$ cat src/rtl/rom_reverse_lookup_pkg.sv
// Shared definitions for the code ROM and its reverse lookup.
package rom_pkg;

  localparam int ADDR_W   = 3;
  localparam int DATA_W   = 6;
  localparam int ROM_MULT = 5;

  typedef enum logic [1:0] {
    IDLE = 2'd0,
    SCAN = 2'd1,
    DONE = 2'd2
  } state_t;

  // Table contents: entry[addr] = addr*ROM_MULT. The full product is returned
  // so a block built with a non-default code width can truncate to its own
  // DATA_W; the forward ROM and the reverse lookup both derive from here.
  function automatic logic [31:0] rom_entry(input logic [31:0] addr);
    return addr * ROM_MULT;
  endfunction

endpackage

$ cat src/rtl/rom_reverse_lookup_lut.sv
// Combinational index -> code table, used as the compare source for the scan.
module rom_lut #(
  parameter int ADDR_W = rom_pkg::ADDR_W,
  parameter int DATA_W = rom_pkg::DATA_W
) (
  input  logic [ADDR_W-1:0] addr,
  output logic [DATA_W-1:0] entry
);
  import rom_pkg::*;

  // Truncation to DATA_W is what can make entries alias for narrow codes.
  assign entry = DATA_W'(rom_entry(32'(addr)));

endmodule

$ cat src/rtl/rom_reverse_lookup.sv
// Reverse lookup of the code ROM: scans one table entry per clock from index 0
// and returns the lowest matching index, or a miss after the last entry.
module rom_reverse_lookup #(
  parameter int ADDR_W = rom_pkg::ADDR_W,
  parameter int DATA_W = rom_pkg::DATA_W,
  parameter int CNT_W  = 8
) (
  input  logic              clk,
  input  logic              rst_n,
  input  logic              in_valid,
  output logic              in_ready,
  input  logic [DATA_W-1:0] in_code,
  output logic              out_valid,
  input  logic              out_ready,
  output logic [ADDR_W-1:0] out_addr,
  output logic              out_hit,
  output logic [CNT_W-1:0]  lookup_cnt,
  output logic [CNT_W-1:0]  miss_cnt
);
  import rom_pkg::*;

  localparam logic [ADDR_W-1:0] IDX_MAX = '1;
  localparam logic [CNT_W-1:0]  CNT_MAX = '1;

  state_t            state;
  logic [ADDR_W-1:0] idx;
  logic [DATA_W-1:0] code_q;
  logic [DATA_W-1:0] entry;

  rom_lut #(
    .ADDR_W (ADDR_W),
    .DATA_W (DATA_W)
  ) u_lut (
    .addr  (idx),
    .entry (entry)
  );

  // Lookup FSM with registered handshake/result outputs and statistics.
  always_ff @(posedge clk or negedge rst_n) begin
    if (!rst_n) begin
      state      <= IDLE;
      in_ready   <= 1'b1;
      out_valid  <= 1'b0;
      out_addr   <= '0;
      out_hit    <= 1'b0;
      idx        <= '0;
      code_q     <= '0;
      lookup_cnt <= '0;
      miss_cnt   <= '0;
    end else begin
      case (state)
        IDLE: begin
          if (in_valid && in_ready) begin
            // Capture so later changes on in_code cannot disturb the scan.
            code_q   <= in_code;
            idx      <= '0;
            in_ready <= 1'b0;
            state    <= SCAN;
          end
        end
        SCAN: begin
          if (entry == code_q) begin
            // Scanning upward makes the lowest duplicate index win.
            out_addr  <= idx;
            out_hit   <= 1'b1;
            out_valid <= 1'b1;
            state     <= DONE;
          end else if (idx == IDX_MAX) begin
            out_addr  <= '0;
            out_hit   <= 1'b0;
            out_valid <= 1'b1;
            state     <= DONE;
          end else begin
            idx <= idx + 1'b1;
          end
        end
        DONE: begin
          if (out_ready) begin
            out_valid <= 1'b0;
            in_ready  <= 1'b1;
            state     <= IDLE;
            if (lookup_cnt != CNT_MAX) lookup_cnt <= lookup_cnt + 1'b1;
            if (!out_hit && miss_cnt != CNT_MAX) miss_cnt <= miss_cnt + 1'b1;
          end
        end
        default: begin
          state     <= IDLE;
          in_ready  <= 1'b1;
          out_valid <= 1'b0;
        end
      endcase
    end
  end

endmodule

$ cat config.mk
export PLATFORM = sky130hd
export DESIGN_NAME = rom_reverse_lookup
export DESIGN_NICKNAME = d
export VERILOG_FILES = /design/src/rtl/rom_reverse_lookup_pkg.sv /design/src/rtl/rom_reverse_lookup_lut.sv /design/src/rtl/rom_reverse_lookup.sv
export SDC_FILE = /design/constraint.sdc
export NUM_CORES = 1
export LEC_CHECK = 0
export BUFFER_PORTS_ARGS = -buffer_cell sky130_fd_sc_hd__buf_2
export CORE_ASPECT_RATIO = 1.25
export CORE_UTILIZATION = 50
export CTS_BUF_LIST = sky130_fd_sc_hd__clkbuf_4
export DETAILED_ROUTE_END_ITERATION = 10
export PLACE_DENSITY = 0.8
export SYNTH_ARGS = -nofsm -noshare
export SYNTH_HDL_FRONTEND = slang
export SYNTH_HIERARCHICAL = 1
export SYNTH_SLANG_ARGS = --single-unit
$ cat constraint.sdc
create_clock -name clk -period 2.5 [get_ports clk]
set_clock_uncertainty 0.1 [all_clocks]
set_input_delay 0.25 -clock clk [delete_from_list [all_inputs] [get_ports clk]]
set_output_delay 0.25 -clock clk [all_outputs]
set_load 0.05 [all_outputs]
==> impl_metrics.csv <==
group,metric,value,unit
run_status,status,"completed",
sta,rsz0062_at_grt,"no",
global_routing,overflow,0,
global_routing,antenna_found_initial,0,
logic_synthesis,synth_top_area_cell,"dfrtp_1",
route,first_iter_violations,24,
sta,finalSetupTns,0,ps
route,wl,3030,µm
sta,setup_viol,0,
cts,clockBufferDepth,2,
final_layout,layout_common_cells,"dfrtp_1, buf_2, nand2_1",
route,dr.pass1.iters,4,
cts,ctsResizeCount,0,
final_layout,fillers,299,
final_layout,fin_cells,216,
cts,cts_hold_buf,1,
final_layout,stdcell_area,1940,µm²
logic_synthesis,synth_cell_types,37,
global_routing,grt_usage,19.5,%
logic_synthesis,ys_ff_latch,33,
cts,cts_buffers,5,
logic_synthesis,synth_edf_count,0,
route,post_drt_via_cell_ratio,5.44,
die,dieArea,3660,µm²
setup_path,crit_required,2620,ps
cts,cts_tree,"built",
die,rows,23,
sta,post-route-period-util,95.8,%
setup_path,endpoint_kind,"flip-flop",
power,power.density,1040,nW/µm²
route,drc,0,
route,route.detailed.wl_per_inst,14.0,µm
logic_synthesis,synthCells,144,
sta,max_freq,417,MHz
placed_design,routabilityCongestion,0.809,
logic_synthesis,syn-cell-area,1710,µm²
setup_path,crit_chain,"ha_1 > ha_1 > ha_1 > xor2_1 > or2_4 > o211ai_4 > mux2_4",
logic_synthesis,netlist.area_leader.share,46.9,%
sta,max-slew-margin-rel,51.5,%
setup_path,r2r_slack,100,ps
flow_run,maxCapViolCount,0,
route,via_count,1175,
final_layout,nNetsFinal,196,
cts,clk_pin_slew,100,ps
placed_design,place_hpwl,2330,µm
setup_path,path_common_cell,"ha_1",
sta,fin_ws,105,ps
cts,clock-sinks,33,
cts,cts_setup_buffers,0,
placed_design,pre_cts_ws,115,ps
global_routing,grt_pass1_vias,1141,
setup_path,r2r_start,"idx[0]$_DFFE_PN0P_",
worst_hold_path,min-delay-start,"in_code[1]",
die,core,3220,µm²
logic_synthesis,ys_warn_count,6,
logic_synthesis,postSynthAreaPerCell,11.9,µm²
cts,cts_root_buf,"clkbuf_4",
logic_synthesis,synth_async_sr_flop_share,100,%
placed_design,port_buffers,31,
logic_synthesis,yosysSeqAreaShare,48.4,%
setup_path,critPathSlowestCell,"dfrtp_1",
sta,period_needed,2400,ps
final_layout,final_common_cell,"dfrtp_1",
placed_design,placed_cells,208,
logic_synthesis,synth_area_leaders,"dfrtp_1, ha_1, xnor2_1, mux2_2, xnor2_2",
final_layout,fin_util,60.2,%
global_routing,grt_max_degree,34,
route,postRouteAntennaNets,0,
power,p_leak,0.953,nW
final_layout,syn_to_final_growth,13.6,%
setup_path,startpoint,"idx[0]$_DFFE_PN0P_",
sta,tightest_slew,727,ps
global_routing,grt_pass1_wl,5040,µm
sta,holdWs,47.1,ps
setup_path,crit_type,"reg -> reg",
worst_hold_path,hold_class,"in -> reg",
power,vdd_ir_drop_max,819,µV
setup_path,path_max_fanout,6,
final_layout,antenna_cells,0,
die,die_x,54.3,µm
die,start_util,53.0,%
die,dieHeight,67.4,µm
cts,clk_latency,330,ps
sta,hold_viol_final,0,
cts,h-tree-depth,2,
power,p_total,2.02,mW
final_layout,drive_gt1_share,33.0,%
setup_path,slowest_delay,460,ps
die,ioPinCount,32,
logic_synthesis,syn-num-nets,161,
sta,maxSlewViolCount,0,
setup_path,cp-start-kind,"flip-flop",
setup_path,cp_data_arrival_time,2510,ps
placed_design,place_area,1880,µm²
logic_synthesis,synth-main-ff-cell,"dfrtp_1",
==> critical path, delay by kind of cell (launching register included) <==
kind / cells / cell delay (ps)
fa+ha+maj: 3 / 710
flops: 1 / 460
simple gates: 1 / 290
compound gates: 1 / 250
mux: 1 / 320
xor+xnor: 1 / 160
==> report_power, final <==
part,total [mW],switching (mW),internal [mW]
sequential,0.795,0.136,0.658
clock,0.284,0.171,0.113
combinational,0.946,0.557,0.389
==> flip-flops by register name, summed over array words and instances (netlist names) <==
signal      flops
idx             3
out_hit         1
out_valid       1
in_ready        1
state           2
lookup_cnt      8
out_addr        3
miss_cnt        8
code_q          6
==> cell usage after synthesis (2+ instances only) <==
master	number
xnor2_2	4
xor2_1	6
mux2_2	7
nand2_1	13
nor3_1	3
o211ai_1	3
nand4_1	7
inv_1	4
nand3b_1	2
nor2b_1	2
xnor2_1	10
buf_4	3
nor2_1	5
dfrtp_1	32
nand3_1	6
mux2_4	2
a21oi_1	2
o21ai_0	5
and3_1	2
nand2b_1	3
ha_1	7
==> routing by layer <==
layer  track usage (%)  wire length, µm
met1              23.4             1270
met2              32.2             1600
met3              7.21              130
met4              5.45               25
met5                 0                0
==> path summary, 6_finish.rpt <==
| path | cells past startpoint | to |
|---|---|---|
| min in group asynchronous | 2 | code_q[4]$_DFFE_PN0P_ |
| max reg2reg | 7 | idx[1]$_DFFE_PN0P_ |
| min | 2 | code_q[1]$_DFFE_PN0P_ |
| max | 7 | idx[1]$_DFFE_PN0P_ |
| max in group asynchronous | 2 | lookup_cnt[0]$_DFFE_PN0P_ |
| min reg2reg | 1 | lookup_cnt[6]$_DFFE_PN0P_ |
==> cell type report <==
cell class              count  area [µm²]  share of cell area (%)
repair buffers             32         165                    8.51
inverters                   5        18.8                   0.966
clock inverters             1        3.75                   0.193
well taps                  37        46.3                    2.38
flip-flops and latches     33         827                    42.6
clock buffers               6        45.0                    2.32
multi-input cells         102         836                    43.0
==> kinds of logic (layout without fill, tap and decap cells) <==
family                     Yosys count  after routing  share of synthesized area, %
DFF                                 33             33                          48.4
muxes                               10             10                          6.95
adders and majority gates            7              7                          5.12
buffers and inverters                9             44                          2.71
AOI/OAI and AO/OA                   15             15                          6.95
xor gates and xnor gates            20             20                          12.0
and+or+nand+nor                     50             50                          17.9
No activity file was read; power rests on OpenSTA's default activity.
